==> src/rtl/vga_scroll_addr_gen.sv <==
// Raster-to-framebuffer address generator for a scaled, vertically scrolling window.
// One registered address stage; scroll position advances on frame_tick_i under player control.
module vga_scroll_addr_gen #(
    parameter int X0          = 160,
    parameter int Y0          = 120,
    parameter int WIN_W       = 320,
    parameter int WIN_H       = 240,
    parameter int SCALE_SHIFT = 1,
    parameter int MEM_ROWS    = 240,
    parameter int ADDR_W      = 16,
    localparam int POS_W      = (MEM_ROWS > 1) ? $clog2(MEM_ROWS) : 1
) (
    input  logic              clk,
    input  logic              rst,
    input  logic [9:0]        h_cnt_i,
    input  logic [9:0]        v_cnt_i,
    input  logic              frame_tick_i,
    input  logic [1:0]        mode_i,
    input  logic              play_toggle_i,
    input  logic              dir_i,
    input  logic [3:0]        step_i,
    input  logic              restart_i,
    output logic [ADDR_W-1:0] pixel_addr_o,
    output logic              in_window_o,
    output logic [POS_W-1:0]  position_o,
    output logic              playing_o
);

    localparam int MEM_W    = WIN_W >> SCALE_SHIFT;
    localparam int VIS_ROWS = WIN_H >> SCALE_SHIFT;
    localparam int PP_MAX   = MEM_ROWS - VIS_ROWS;
    localparam int SUM_W    = POS_W + 1;

    localparam logic [10:0]      X_LO   = 11'(X0);
    localparam logic [10:0]      X_HI   = 11'(X0 + WIN_W);
    localparam logic [10:0]      Y_LO   = 11'(Y0);
    localparam logic [10:0]      Y_HI   = 11'(Y0 + WIN_H);
    localparam logic [SUM_W-1:0] ROWS_S = SUM_W'(MEM_ROWS);
    localparam logic [SUM_W-1:0] PP_S   = SUM_W'(PP_MAX);

    typedef enum logic [1:0] {
        MODE_STATIC   = 2'd0,
        MODE_LOOP     = 2'd1,
        MODE_PINGPONG = 2'd2,
        MODE_RSVD     = 2'd3
    } mode_e;

    mode_e mode;
    assign mode = mode_e'(mode_i);

    logic [ADDR_W-1:0] pixel_addr_q, pixel_addr_d;
    logic              in_window_q, in_window_d;
    logic [POS_W-1:0]  position_q, position_d;
    logic              playing_q, playing_d;
    logic              bounce_q, bounce_d;   // 0: ping-pong heading forward

    logic              win_hit;
    logic [9:0]        h_off, v_off, col, row;
    logic [SUM_W-1:0]  row_sum, mem_row;

    // NOTE: every always_comb output gets a default first so no path leaves it unassigned (no latch).
    always_comb begin
        pixel_addr_d = '0;
        win_hit = ({1'b0, h_cnt_i} >= X_LO) && ({1'b0, h_cnt_i} < X_HI) &&
                  ({1'b0, v_cnt_i} >= Y_LO) && ({1'b0, v_cnt_i} < Y_HI);
        h_off   = h_cnt_i - X_LO[9:0];
        v_off   = v_cnt_i - Y_LO[9:0];
        col     = h_off >> SCALE_SHIFT;
        row     = v_off >> SCALE_SHIFT;
        // Both addends are below MEM_ROWS inside the window, so one subtraction wraps.
        row_sum = SUM_W'(row) + SUM_W'(position_q);
        mem_row = (row_sum >= ROWS_S) ? row_sum - ROWS_S : row_sum;
        in_window_d = win_hit;
        if (win_hit) begin
            pixel_addr_d = ADDR_W'(mem_row) * ADDR_W'(MEM_W) + ADDR_W'(col);
        end
    end

    logic [SUM_W-1:0] pos_s, step_s, fwd_sum;
    logic             heading_up;

    always_comb begin
        position_d = position_q;
        bounce_d   = bounce_q;
        playing_d  = playing_q ^ play_toggle_i;
        pos_s      = SUM_W'(position_q);
        step_s     = SUM_W'(step_i);
        fwd_sum    = pos_s + step_s;
        heading_up = ~(bounce_q ^ dir_i);

        if (restart_i) begin
            position_d = '0;
            bounce_d   = 1'b0;
        end else if (frame_tick_i && playing_q) begin
            unique case (mode)
                MODE_LOOP: begin
                    if (!dir_i) begin
                        position_d = POS_W'((fwd_sum >= ROWS_S) ? fwd_sum - ROWS_S : fwd_sum);
                    end else begin
                        position_d = POS_W'((pos_s >= step_s) ? pos_s - step_s
                                                              : pos_s + ROWS_S - step_s);
                    end
                end
                MODE_PINGPONG: begin
                    if (pos_s > PP_S) begin
                        // Arrived from loop mode beyond the bounce range: park at the top, head down.
                        position_d = POS_W'(PP_S);
                        bounce_d   = ~dir_i;
                    end else if (heading_up) begin
                        if (fwd_sum >= PP_S) begin
                            position_d = POS_W'(PP_S);
                            bounce_d   = ~bounce_q;
                        end else begin
                            position_d = POS_W'(fwd_sum);
                        end
                    end else begin
                        if (pos_s <= step_s) begin
                            position_d = '0;
                            bounce_d   = ~bounce_q;
                        end else begin
                            position_d = POS_W'(pos_s - step_s);
                        end
                    end
                end
                default: ;
            endcase
        end
    end

    // NOTE: sequential state uses non-blocking assignments so all registers update together.
    always_ff @(posedge clk or posedge rst) begin
        if (rst) begin
            pixel_addr_q <= '0;
            in_window_q  <= 1'b0;
            position_q   <= '0;
            playing_q    <= 1'b0;
            bounce_q     <= 1'b0;
        end else begin
            pixel_addr_q <= pixel_addr_d;
            in_window_q  <= in_window_d;
            position_q   <= position_d;
            playing_q    <= playing_d;
            bounce_q     <= bounce_d;
        end
    end

    assign pixel_addr_o = pixel_addr_q;
    assign in_window_o  = in_window_q;
    assign position_o   = position_q;
    assign playing_o    = playing_q;

endmodule
==> config.mk <==
export PLATFORM = sky130hd
export DESIGN_NAME = vga_scroll_addr_gen
export DESIGN_NICKNAME = d
export VERILOG_FILES = /design/src/rtl/vga_scroll_addr_gen.sv
export SDC_FILE = /design/constraint.sdc
export NUM_CORES = 1
export LEC_CHECK = 0
export CAP_MARGIN = 40
export CORE_AREA = 2 2 116 62
export DETAILED_ROUTE_END_ITERATION = 16
export DIE_AREA = 0 0 118 64
export PLACE_DENSITY_LB_ADDON = 0.12
export SLEW_MARGIN = 20
export SYNTH_ARGS = -nofsm -noshare
export SYNTH_HDL_FRONTEND = slang
export SYNTH_SLANG_ARGS = --single-unit
==> constraint.sdc <==
create_clock -name clk -period 10 [get_ports clk]
set_input_delay 1 -clock clk [delete_from_list [all_inputs] [get_ports clk]]
set_output_delay 1 -clock clk [all_outputs]
set_load 0.005 [all_outputs]
### After elaboration in Yosys (flattened, before gate mapping)

Index checks and enable logic that the tools add are counted.

| cells by class | value |
|---|---|
| add/subtract/negate cells | 10 |
| multipliers | 1 |
| div/mod/pow operators | 0 |
| order comparisons | 10 |
| equal/unequal tests | 3 |
| shift-type cells | 0 |
| mux-type cells | 19 |
| bitwise operators | 4 |
| reduce and logical (&&, ||, !) cells | 10 |

Operator list:

| kind | number |
|---|---|
| two-way mux 8 bit | 9 |
| less-than comparator 10 x 9 -> 1 bit, second input constant | 2 |
| >= comparator 9 x 8 -> 1 bit, second input constant | 2 |
| adder 16 x 9 -> 16 bit | 1 |
| two-way mux 16 bit | 1 |
| case mux 8 bit (2 select lines) | 1 |
| subtractor 8 x 4 -> 8 bit | 2 |
| multiplier 9 x 3 -> 11 bit, second input constant | 1 |
| >= comparator 10 x 7 -> 1 bit, second input constant | 1 |
| >= comparator 10 x 8 -> 1 bit, second input constant | 1 |
| subtractor 10 x 7 -> 10 bit, second input constant | 1 |
| subtractor 10 x 8 -> 10 bit, second input constant | 1 |
| adder 8 x 4 -> 9 bit | 1 |
| adder 9 x 8 -> 9 bit | 1 |
| >= comparator 9 x 7 -> 1 bit, second input constant | 1 |
| two-way mux 9 bit | 1 |
| subtractor 9 x 8 -> 9 bit, second input constant | 1 |
| adder 8 bit, second input constant | 1 |
| >= comparator 8 x 4 -> 1 bit | 1 |
| greater-than comparator 8 x 7 -> 1 bit, second input constant | 1 |
| less-or-equal comparator 8 x 4 -> 1 bit | 1 |
| subtractor 8 bit, second input constant | 1 |
| two-way mux 1 bit | 7 |
| logical AND 1 bit | 4 |
| 10 further kinds | 13 |

| storage, ports and cells | value |
|---|---|
| register bits | 27 |
| bits in latches | 0 |
| bits in writable memories | 0 |
| memory bits (read-only) | 0 |
| input bits | 32 |
| output and inout port bits | 26 |
| logic and storage cells | 62 |
| memories | 0 |

### Depth between registers and ports, before layout

| depth | value |
|---|---|
| depth in word-level cells | 8 |
| mapped depth | 23 |
| mapped depth without buffers | 23 |

### Least setup slack after synthesis

Ideal clock, no wire load.

| path | value |
|---|---|
| path kind | input to register |
| from | in v_cnt_i[3] |
| to | reg pixel_addr_q[15], in the netlist pixel_addr_o[15] |
| setup time | 0.078 ns |
| data arrival time | 5.478 ns |
| data required time | 9.922 ns |
| slack | 4.444 ns |
| cell stages on the path | 22 |
| cells stage by stage | ha_1 xor2_1 ha_1 a21oi_1 o21ai_2 xor2_2 ha_1 nand2_1 o41ai_1 a21o_1 mux2i_1 inv_1 ha_1 ha_1 a211oi_1 o21bai_1 a21oi_1 xnor2_1 and3_4 o31a_1 or3_1 a21oi_1 |

| between the ends | value |
|---|---|
| longest elaborated chain between the ends | 7 |
| elaborated cells on any way between the ends | 12 |
| those cells by class | add/sub: 4; mul: 1; order compare: 3; mux: 2; reduce/logical: 2 |

RTL lines:

| item | line | text |
|---|---|---|
| start, declared | 16 | `input logic [9:0] v_cnt_i,` |
| subtractor 10 x 7 -> 10 bit | 67 | `v_off = v_cnt_i - Y_LO[9:0];` |
| adder 9 x 8 -> 9 bit | 71 | `row_sum = SUM_W'(row) + SUM_W'(position_q);` |
| subtractor 9 x 8 -> 9 bit or >= comparator 9 x 8 -> 1 bit (tied branches) | 72 | `mem_row = (row_sum >= ROWS_S) ? row_sum - ROWS_S : row_sum;` |
| two-way mux 9 bit | 72 |  |
| multiplier 9 x 3 -> 11 bit | 75 | `pixel_addr_d = ADDR_W'(mem_row) * ADDR_W'(MEM_W) + ADDR_W'(col);` |
| adder 16 x 9 -> 16 bit | 75 |  |
| two-way mux 16 bit * | 74 | `if (win_hit) begin` |
| via pixel_addr_d[15] | 51 | `logic [ADDR_W-1:0] pixel_addr_q, pixel_addr_d;` |
| end signal, assigned | 139 | `pixel_addr_q <= pixel_addr_d;` |
| end, declared | 51 |  |

The timed path passes the listed nets; every way through them passes the cells marked *.
A chain may end at the register's enable or synchronous reset.

### Worst setup path in the final report

Ends and elaborated chain as after synthesis.

==> impl_metrics.env <==
export IMPL_route_detailed_wl_per_inst_microns=17.9
export IMPL_syn_num_nets=511
export IMPL_nets=563
export IMPL_yosysTopAreaCellShare_pct=19.6
export IMPL_cts_made_buffers=3
export IMPL_io_pins=58
export IMPL_drtIter0Drc=413
export IMPL_postLayoutCoreUtil_pct=64.7
export IMPL_finalPower_w=0.000918
export IMPL_path_cells="clkdlybuf4s50_1, ha_1, xor2_1, ha_1, a21oi_1, o21ai_2, xor2_2, ha_1, nand2_1, o41ai_1, a21o_1, mux2i_1, inv_1, ha_1, ha_1, a211oi_1, o21bai_1, a21oi_1, xnor2_1, and3_4, o31a_1, or3_1, a21oi_1"
export IMPL_setup_viol=0
export IMPL_track_usage_pct=27.8
export IMPL_first_global_vias=3122
export IMPL_synth_area_sq_um=3450
export IMPL_die_width_microns=118
export IMPL_fin_setup_tns_ps=0
export IMPL_drv_cap=0
export IMPL_synthCells=429
export IMPL_synth_cell_types=56
export IMPL_slew_headroom_pct=44.6
export IMPL_rows=21
export IMPL_skew_ps=1.30
export IMPL_fin_ws_ps=3630
export IMPL_wl_met3_microns=1370
export IMPL_cp_common_cell="ha_1"
export IMPL_die_area_sq_um=7550
export IMPL_coreArea_sq_um=6490
export IMPL_path_max_fanout=7
export IMPL_antenna_cells=0
export IMPL_dr_total_vias=3420
export IMPL_cts_setup_buffers=0
export IMPL_dr_max_layer_used="met4"
export IMPL_fin_crit_sh_pct=63.7
export IMPL_portBuffers=57
export IMPL_place_inst=568
export IMPL_hold_class="reg -> reg"
export IMPL_clock_root_buffer="clkbuf_16"
export IMPL_cellPowerDensity_nw_per_um2=219
export IMPL_synth_commonest_cells="ha_1 (42), inv_1 (38), nor2_1 (37)"
export IMPL_holdBufCountCts=0
export IMPL_peakVddDrop_mv=0.212
export IMPL_synth_seq_cells=27
export IMPL_synth_async_reset_ratio_pct=100
export IMPL_dr_wl_met2_microns=3650
export IMPL_gp_congestion=0.944
export IMPL_required_ps=10180
export IMPL_final_antenna_net_count=0
export IMPL_clock_sinks=27
export IMPL_drv_slew=0
export IMPL_rrSetupSlack_ps=4460
export IMPL_clkTransAtPathRegs_ps=70
export IMPL_grt_setup_unrepaired="false"
export IMPL_drive_gt1_share_pct=2.71
export IMPL_clk_latency_ps=260
export IMPL_synthFlopType="dfrtp_1"
export IMPL_criticalPathCategory="in -> reg"
export IMPL_cts_buffer_depth=2
export IMPL_initial_core_util_pct=53.2
export IMPL_yosysSeqAreaShare_pct=19.6
export IMPL_p_leak_nw=1.83
export IMPL_cp_slowest_cell="clkdlybuf4s50_1"
export IMPL_die_y_microns=64
export IMPL_grt_start_max_net_pins=21
export IMPL_synth_most_common_cell="ha_1"
export IMPL_grt_pass1_wl_microns=16500
export IMPL_drc_errors=0
export IMPL_synth_edff_count=0
export IMPL_worst_setup_path_start_kind="input pin"
export IMPL_finalNonFillerCells=572
export IMPL_via_per_inst=5.98
export IMPL_fmax_mhz=157
export IMPL_overflow=0
export IMPL_place_ws_ps=3410
export IMPL_ctsResizeCount=0
export IMPL_max_stage_delay_ps=490
export IMPL_worstPathArrival_ps=6550
export IMPL_status="finished, final reports clean"
export IMPL_filler_cell_count=569
export IMPL_synth_area_leaders="dfrtp_1 (20%), ha_1 (15%), xnor2_1 (5.3%), xor2_1 (5.3%), a21oi_1 (4.8%)"
export IMPL_area_growth_pct=21.5
export IMPL_wl_met1_microns=5140
export IMPL_cts_tree="built"
export IMPL_syn_area_per_cell_sq_um=8.05
export IMPL_hold_viol=0
export IMPL_hpwl_microns=8380
export IMPL_detail_route_first_pass_iterations=5
export IMPL_synth_largest_area_cell="dfrtp_1"
export IMPL_tightestPinTransition_ps=825
export IMPL_min_period_ps=6370
export IMPL_worstSetupEndpointType="flip-flop"
export IMPL_synth_warnings=0
export IMPL_htreeDepth=1
export IMPL_antenna_found_initial=0
export IMPL_drt_total_wl_microns=10200
[flip-flops by register name (all words and copies together) (netlist names)]
register      cells
bounce_q          1
in_window_o       1
pixel_addr_o     16
playing_o         1
position_o        8
[cell usage in the layout (no fill, tap or decap), types with 3 or more instances in the layout]
| cell | instances |
|---|---|
| nand4_1 | 6 |
| ha_1 | 42 |
| o21bai_1 | 4 |
| mux2i_1 | 8 |
| xnor2_1 | 21 |
| fa_1 | 8 |
| o211ai_1 | 5 |
| and2_1 | 5 |
| a31oi_1 | 6 |
| nand2b_1 | 3 |
| nor3_1 | 14 |
| o21a_1 | 7 |
| inv_1 | 38 |
| a21o_1 | 9 |
| o311ai_0 | 3 |
| o21ai_0 | 23 |
| o31ai_1 | 3 |
| nor2_1 | 37 |
| or3_1 | 3 |
| nor2b_1 | 7 |
| a21oi_1 | 33 |
| dfrtp_1 | 27 |
| a211oi_1 | 6 |
| clkdlybuf4s50_1 | 57 |
| clkbuf_16 | 3 |
| nand2_1 | 25 |
| xor2_1 | 21 |
| nand3_1 | 12 |
| nor4_1 | 4 |
| o22ai_1 | 3 |
[worst paths after layout]
| path | startpoint | end | cells after the start |
|---|---|---|---|
| worst max register to register | position_o[0]$_DFFE_PP0P_ | pixel_addr_o[15]$_DFF_PP0_ | 23 |
| worst min register to register | playing_o$_DFF_PP0_ | playing_o$_DFF_PP0_ | 1 |
| min in group asynchronous | rst | playing_o$_DFF_PP0_ | 2 |
| worst min-delay path | playing_o$_DFF_PP0_ | playing_o$_DFF_PP0_ | 1 |
| worst max-delay path | v_cnt_i[3] | pixel_addr_o[15]$_DFF_PP0_ | 23 |
| max in group asynchronous | rst | pixel_addr_o[14]$_DFF_PP0_ | 3 |
[stage by stage]
step           hold WS, ps  instance area (sq um)
6_report               520                   4200
5_1_grt                549                   4200
4_1_cts                524                   4200
3_5_place_dp           511                   4120
3_3_place_gp           501                   4100
2_1_floorplan          500                   3450
[report_power, final]
part | internal [W] | switching (W) | leakage (nW)
Sequential | 0.000124 | 0.0000198 | 0.370
Clock | 0.0000543 | 0.0000379 | 0.0371
Combinational | 0.000287 | 0.000395 | 1.42
[layout make-up]
type / count / area, sq um / area share [%]
Clock buffer: 3 / 75.1 / 1.79
Clock inverter: 1 / 7.51 / 0.179
Timing Repair Buffer: 59 / 593 / 14.1
Tap cell: 92 / 115 / 2.74
Sequential cell: 27 / 676 / 16.1
Inverter: 38 / 143 / 3.40
Multi-Input combinational cell: 352 / 2590 / 61.7
[cell families after synthesis]
family | after synthesis | synth area share, %
compound gates | 124 | 23.5
xor+xnor | 43 | 11.1
fa+ha+maj | 51 | 20.1
buf+inv | 50 | 5.51
flops | 27 | 19.6
mux | 8 | 2.32
simple gates | 126 | 17.9
[layer usage]
layer	global-route usage, %	vias to the layer above
met5	0	-
met4	2.86	0
met3	9.02	8
met2	36.0	212
met1	44.6	1566
li1	-	1634
[critical path: cells and delay by family]
| family | cells | cell delay (ps) |
|---|---|---|
| xor+xnor | 3 | 470 |
| mux | 1 | 330 |
| buf+inv | 2 | 570 |
| simple gates | 3 | 620 |
| fa+ha+maj | 5 | 1520 |
| compound gates | 9 | 2020 |
Power figures use the tool's default switching activity.
